### src/rtl/piradip_trigger_pkg.sv
// Shared types for the trigger-driven stream capture block and its helpers.
package piradip_trigger_pkg;

  typedef enum logic [1:0] {
    IDLE    = 2'd0,
    ARMED   = 2'd1,
    CAPTURE = 2'd2,
    FLUSH   = 2'd3
  } capState_e;

  // A frame is in flight from the first captured beat until its last beat drains.
  function automatic logic stateIsBusy(input capState_e s);
    return (s == CAPTURE) || (s == FLUSH);
  endfunction

endpackage

### src/rtl/piradip_axis_pipe_reg.sv
// Single-entry AXI-stream output register carrying data and a last flag.
// The caller only loads when the slot is empty or draining this cycle.
module piradip_axis_pipe_reg #(
  parameter int unsigned DATA_WIDTH = 128
) (
  input  logic                  clk_i,
  input  logic                  rst_ni,
  input  logic                  load_i,
  input  logic [DATA_WIDTH-1:0] data_i,
  input  logic                  last_i,
  input  logic                  ready_i,
  output logic                  valid_o,
  output logic [DATA_WIDTH-1:0] data_o,
  output logic                  last_o
);

  logic                  valid_q;
  logic                  last_q;
  logic [DATA_WIDTH-1:0] data_q;

  always_ff @(posedge clk_i or negedge rst_ni) begin
    if (!rst_ni) begin
      valid_q <= 1'b0;
      last_q  <= 1'b0;
    end else if (load_i) begin
      valid_q <= 1'b1;
      last_q  <= last_i;
    end else if (ready_i) begin
      valid_q <= 1'b0;
      last_q  <= 1'b0;
    end
  end

  // Payload carries no reset so it maps onto plain enable flops.
  always_ff @(posedge clk_i) begin
    if (load_i) begin
      data_q <= data_i;
    end
  end

  assign valid_o = valid_q;
  assign data_o  = data_q;
  assign last_o  = last_q;

endmodule

### src/rtl/piradip_trigger_capture.sv
// Arms on enable, captures capture_len beats of the input stream after a
// trigger rising edge, and forwards them through one output register.
module piradip_trigger_capture
  import piradip_trigger_pkg::*;
#(
  parameter int unsigned DATA_WIDTH  = 128,
  parameter int unsigned COUNT_WIDTH = 32
) (
  input  logic                   aclk,
  input  logic                   aresetn,
  input  logic                   enable,
  input  logic                   trigger,
  input  logic [COUNT_WIDTH-1:0] capture_len,
  input  logic [DATA_WIDTH-1:0]  s_tdata,
  input  logic                   s_tvalid,
  output logic                   s_tready,
  output logic [DATA_WIDTH-1:0]  m_tdata,
  output logic                   m_tvalid,
  input  logic                   m_tready,
  output logic                   m_tlast,
  output logic                   busy,
  output logic                   missed
);

  localparam logic [COUNT_WIDTH-1:0] CntOne = COUNT_WIDTH'(1);

  capState_e              state_q, state_d;
  logic [COUNT_WIDTH-1:0] cnt_q, cnt_d;
  logic                   trigPrev_q;
  logic                   missed_q, missed_d;

  logic trigRise;
  logic accept;
  logic lastBeat;

  assign trigRise = trigger & ~trigPrev_q;
  assign accept   = (state_q == CAPTURE) & s_tvalid & s_tready;
  assign lastBeat = (cnt_q == CntOne);

  always_ff @(posedge aclk or negedge aresetn) begin
    if (!aresetn) begin
      state_q    <= IDLE;
      cnt_q      <= '0;
      trigPrev_q <= 1'b0;
      missed_q   <= 1'b0;
    end else begin
      state_q    <= state_d;
      cnt_q      <= cnt_d;
      trigPrev_q <= trigger;
      missed_q   <= missed_d;
    end
  end

  // A zero-length request never leaves ARMED; an active frame always runs
  // to completion even if enable drops, only the return target changes.
  always_comb begin
    state_d  = state_q;
    cnt_d    = cnt_q;
    missed_d = missed_q;
    unique case (state_q)
      IDLE: begin
        if (enable) state_d = ARMED;
      end
      ARMED: begin
        if (!enable) begin
          state_d = IDLE;
        end else if (trigRise && (capture_len != '0)) begin
          cnt_d   = capture_len;
          state_d = CAPTURE;
        end
      end
      CAPTURE: begin
        if (accept) begin
          cnt_d = cnt_q - CntOne;
          if (lastBeat) state_d = FLUSH;
        end
      end
      FLUSH: begin
        if (m_tvalid && m_tready && m_tlast) begin
          state_d = enable ? ARMED : IDLE;
        end
      end
      default: state_d = IDLE;
    endcase

    if (!enable) begin
      missed_d = 1'b0;
    end else if (trigRise && (state_q != ARMED)) begin
      missed_d = 1'b1;
    end
  end

  // Outside a frame the input is drained and discarded; inside one the
  // output register's occupancy throttles the source.
  always_comb begin
    s_tready = 1'b1;
    unique case (state_q)
      IDLE, ARMED: s_tready = 1'b1;
      CAPTURE:     s_tready = ~m_tvalid | m_tready;
      FLUSH:       s_tready = 1'b0;
      default:     s_tready = 1'b1;
    endcase
    busy   = stateIsBusy(state_q);
    missed = missed_q;
  end

  piradip_axis_pipe_reg #(
    .DATA_WIDTH(DATA_WIDTH)
  ) u_outReg (
    .clk_i  (aclk),
    .rst_ni (aresetn),
    .load_i (accept),
    .data_i (s_tdata),
    .last_i (lastBeat),
    .ready_i(m_tready),
    .valid_o(m_tvalid),
    .data_o (m_tdata),
    .last_o (m_tlast)
  );

endmodule

### config.mk
export PLATFORM = sky130hd
export DESIGN_NAME = piradip_trigger_capture
export DESIGN_NICKNAME = d
export VERILOG_FILES = /design/src/rtl/piradip_trigger_pkg.sv /design/src/rtl/piradip_axis_pipe_reg.sv /design/src/rtl/piradip_trigger_capture.sv
export SDC_FILE = /design/constraint.sdc
export NUM_CORES = 1
export LEC_CHECK = 0
export ABC_AREA = 1
export BUFFER_PORTS_ARGS = -buffer_cell sky130_fd_sc_hd__buf_2
export CORE_MARGIN = 8
export CORE_UTILIZATION = 50
export DETAILED_ROUTE_END_ITERATION = 12
export PLACE_DENSITY = 0.84
export SKIP_CTS_REPAIR_TIMING = 1
export SLEW_MARGIN = 25
export SYNTH_ARGS = -nofsm -noshare
export SYNTH_HDL_FRONTEND = slang
export SYNTH_SLANG_ARGS = --single-unit
export TNS_END_PERCENT = 5
### constraint.sdc
create_clock -name aclk -period 5.2 [get_ports aclk]
set_input_delay 0.26 -clock aclk [delete_from_list [all_inputs] [get_ports aclk]]
set_output_delay 0.26 -clock aclk [all_outputs]
set_load 0.02 [all_outputs]
==> summary.md <==
| Metric | Value |
|---|---|
| Startpoint Class | flop |
| Final hold slack | -52.9 ps |
| Syn Nets | between 800 and 900 |
| Status | finished, violations left |
| Buffers on Ports | just under 300 |
| Fin area | 9800 um^2 |
| Vias in the first global route | between 5k and 6k |
| DRC viols | 0 |
| Final period util | between 50% and 60% |
| Total track usage | between 20% and 30% |
| Yosys top cell by area | edfxtp_1 |
| Die area | around 18000 um^2 |
| CP Class | reg2reg |
| Max-cap violations | 0 |
| EDFF count, synth | ~130 |
| Sequence of cells on the critical path | inv_2 -> nor2_4 -> buf_4 -> nand2_2 -> nor2_4 -> o22ai_2 -> inv_2 -> nand2_2 -> nand2_1 -> nand2_1 |
| Placed Instance Area | around 8600 um^2 |
| CTS Root Cell | clkbuf_16 |
| TritonCTS Sinks | between 150 and 200 |
| Num CTS Buffers | 17 |
| Fin Setup TNS | 0 ps |
| Final count of hold timing violations | 38 |
| Die W | approximately 130 um |
| Sequential area share after synthesis | a little over two thirds |
| RSZ-0062 raised after global routing | false |
| Async S/R FF share, synth | ~23% |
| CP top delay family | simple AND/OR/NAND/NOR gates |
| Hold/Removal Path Class | in2async |
| Slew Limit Fails | 0 |
| Post-route ant nets | 0 |
| Area Growth Syn to Fin | 41.9% |
| Total wire length | about 23000 um |
| Largest net degree at the start of global routing | 68 |
| Fraction of layout cells with a size suffix above 1 | 32.9% |
| Worst-path maximum fanout | 42 |
| Post-synth top flop | edfxtp_1 |
| Yosys warns | 0 |
| Final Non-Filler Cells | approximately 1.2k |
| Total gr overflow | 0 |
| Critical Path AT | roughly 3400 ps |
| Worst-margin pin slew | a little under 900 ps |
| Avg Cell Area, Syn | between 10 and 15 um^2 |
| Pwr/cell area | approximately 470 nW/um^2 |
| Fmax | 327 MHz |
| Critical Path Max Stage Delay | 600 ps |
| Initial antenna violation count | 1 |
| Clock H-tree levels | 4 |
| Static Leak | between 4 and 5 nW |
| Required time of the critical path | 5500 ps |
| Final Skew | around 9 ps |
| DP HPWL | 16900 um |
| Largest cells by area after synthesis | edfxtp_1, dfrtp_1, nand2_1, nor2_1, nand3_1 |
| CTS tree | built |
| Drt pass-1 iters | 6 |
| Final setup fails | 0 |
| Synth cell types | 31 |
| Layout Nets | 1194 |
| Via count | 6105 |
| Clock Latency Late Sink | between 400 and 500 ps |
| IO Pins | ~300 |
| Max_slew headroom | roughly two fifths |
| Bufs and invs on worst path | 3 |
| Die H | roughly 130 um |
| Critical-path top delay cell | nor2_4 |
| Top-count cell post-synth | nand2_1 |
| Vias per inst | between 5 and 6 |
| VDD IR max | between 0.2 and 0.3 mV |
| Failing checks | negative hold slack |
| Netlist Area Pre-Place | roughly 6900 um^2 |
| First-pass GRT wire length | ~32000 um |
| Gpl congestion | roughly 0.9 |
| Num rows | 43 |
| Core ar. | between 10000 and 15000 um^2 |
| Placed cells | ~1.1k |
| Syn Inst Count | 660 |
| Yosys reg bits | roughly 170 |
| Reg clk slew, reported paths | around 70 ps |
| FF-to-FF path depth | 10 |
| Wire per inst | 19.1 um |
| Register-to-register setup slack | roughly 2100 ps |
| Reg-to-reg endpoint | cnt_q[8] |
| Most common library cells after synthesis | nand2_1, edfxtp_1, nor2_1, inv_1, nand3_1 |
| Initial Util | about half |
| DRT iter0 DRCs | approximately 630 |
| Crit. End Element | flop |
| Top-area cell type share of the netlist area | 55.6% |
| Final Critical Period | between 3000 and 4000 ps |
| Max clock buf depth | 2 |
final cells by class:
cell class / count / area (um^2)
Sequential cell: 166 / 4790
Timing Repair Buffer: 361 / 2110
Clock buffer: 18 / 429
Fill cell: 974 / 3860
Multi-Input combinational cell: 416 / 1800
Clock inverter: 14 / 196
Tap cell: 180 / 225
Inverter: 64 / 240
Antenna cell: 1 / 2.50
state kept, by name, summed over array words and instances, names as in the netlist, named ones only:
| signal | count |
|---|---|
| missed | 1 |
| trigPrev_q | 1 |
| cnt_q | 32 |
| state_q | 1 |
| u_outReg.last_o | 1 |
| u_outReg.valid_o | 1 |
| u_outReg.data_o | 128 |
where the power goes:
group          switching [mW]  total (mW)  leakage, nW  internal [mW]
Combinational           0.947        1.38         2.62          0.438
Sequential              0.196        1.91         1.64           1.71
Clock                   0.529        1.34        0.300          0.811
Total                    1.67        4.63         4.56           2.96
stage by stage:
stage | worst slack (ps) | hold slack (ps) | utilization [%] | power [mW]
global route | 1880 | -7.70 | 71.7 | 4.89
global placement | 2290 | 384 | 62.7 | 3.20
finish | 2150 | -52.9 | 71.7 | 4.63
detailed placement | 2190 | 388 | 62.7 | 3.25
floorplan | 1680 | -35.6 | - | 2.85
CTS | 2150 | -53.2 | 67.3 | 4.57
how the worst max path moves through the flow:
stage                     end  slack, ps  cells after the start
floorplan           cnt_q[13]       1680                     10
global placement    cnt_q[28]       2290                     10
detailed placement   cnt_q[8]       2190                     10
CTS                  cnt_q[8]       2150                     10
global route        cnt_q[31]       1880                     10
finish               cnt_q[8]       2150                     10
cells by family after synthesis:
kind of cell | synth area share, %
fa+ha+maj | 0.362
xor+xnor | 0.254
compound gates | 3.59
buf+inv | 4.55
simple gates | 21.9
flops | 69.4
cells in the final DEF, fill, tap and decap left out, types with 4 or more instances in the layout:
cell           instances
buf_2                298
nand2_1              221
edfxtp_1             128
nor2_1                85
inv_1                 61
dlygate4sd3_1         60
nand3_1               48
dfrtp_1               38
o21ai_0               20
clkbuf_16             17
o21bai_1               7
a21oi_1                6
nand4_1                5
bufinv_16              4
worst reg2reg max path, cell delays in order (launching register included):
cell,delay [ps]
dfrtp_1,460
inv_2,70
nor2_4,70
buf_4,380
nand2_2,140
nor2_4,600
o22ai_2,210
inv_2,290
nand2_2,450
nand2_1,200
nand2_1,70
layer usage:
layer / global-route usage, % / up-vias / part of all wire, %
met3: 7.08 / 40 / 8.8
met4: 6.30 / 0 / 1.9
met2: 44.1 / 301 / 54
met5: 0 / - / 0
li1: - / 2899 / -
met1: 25.8 / 2865 / 36
(Power assumes the default switching activity.)
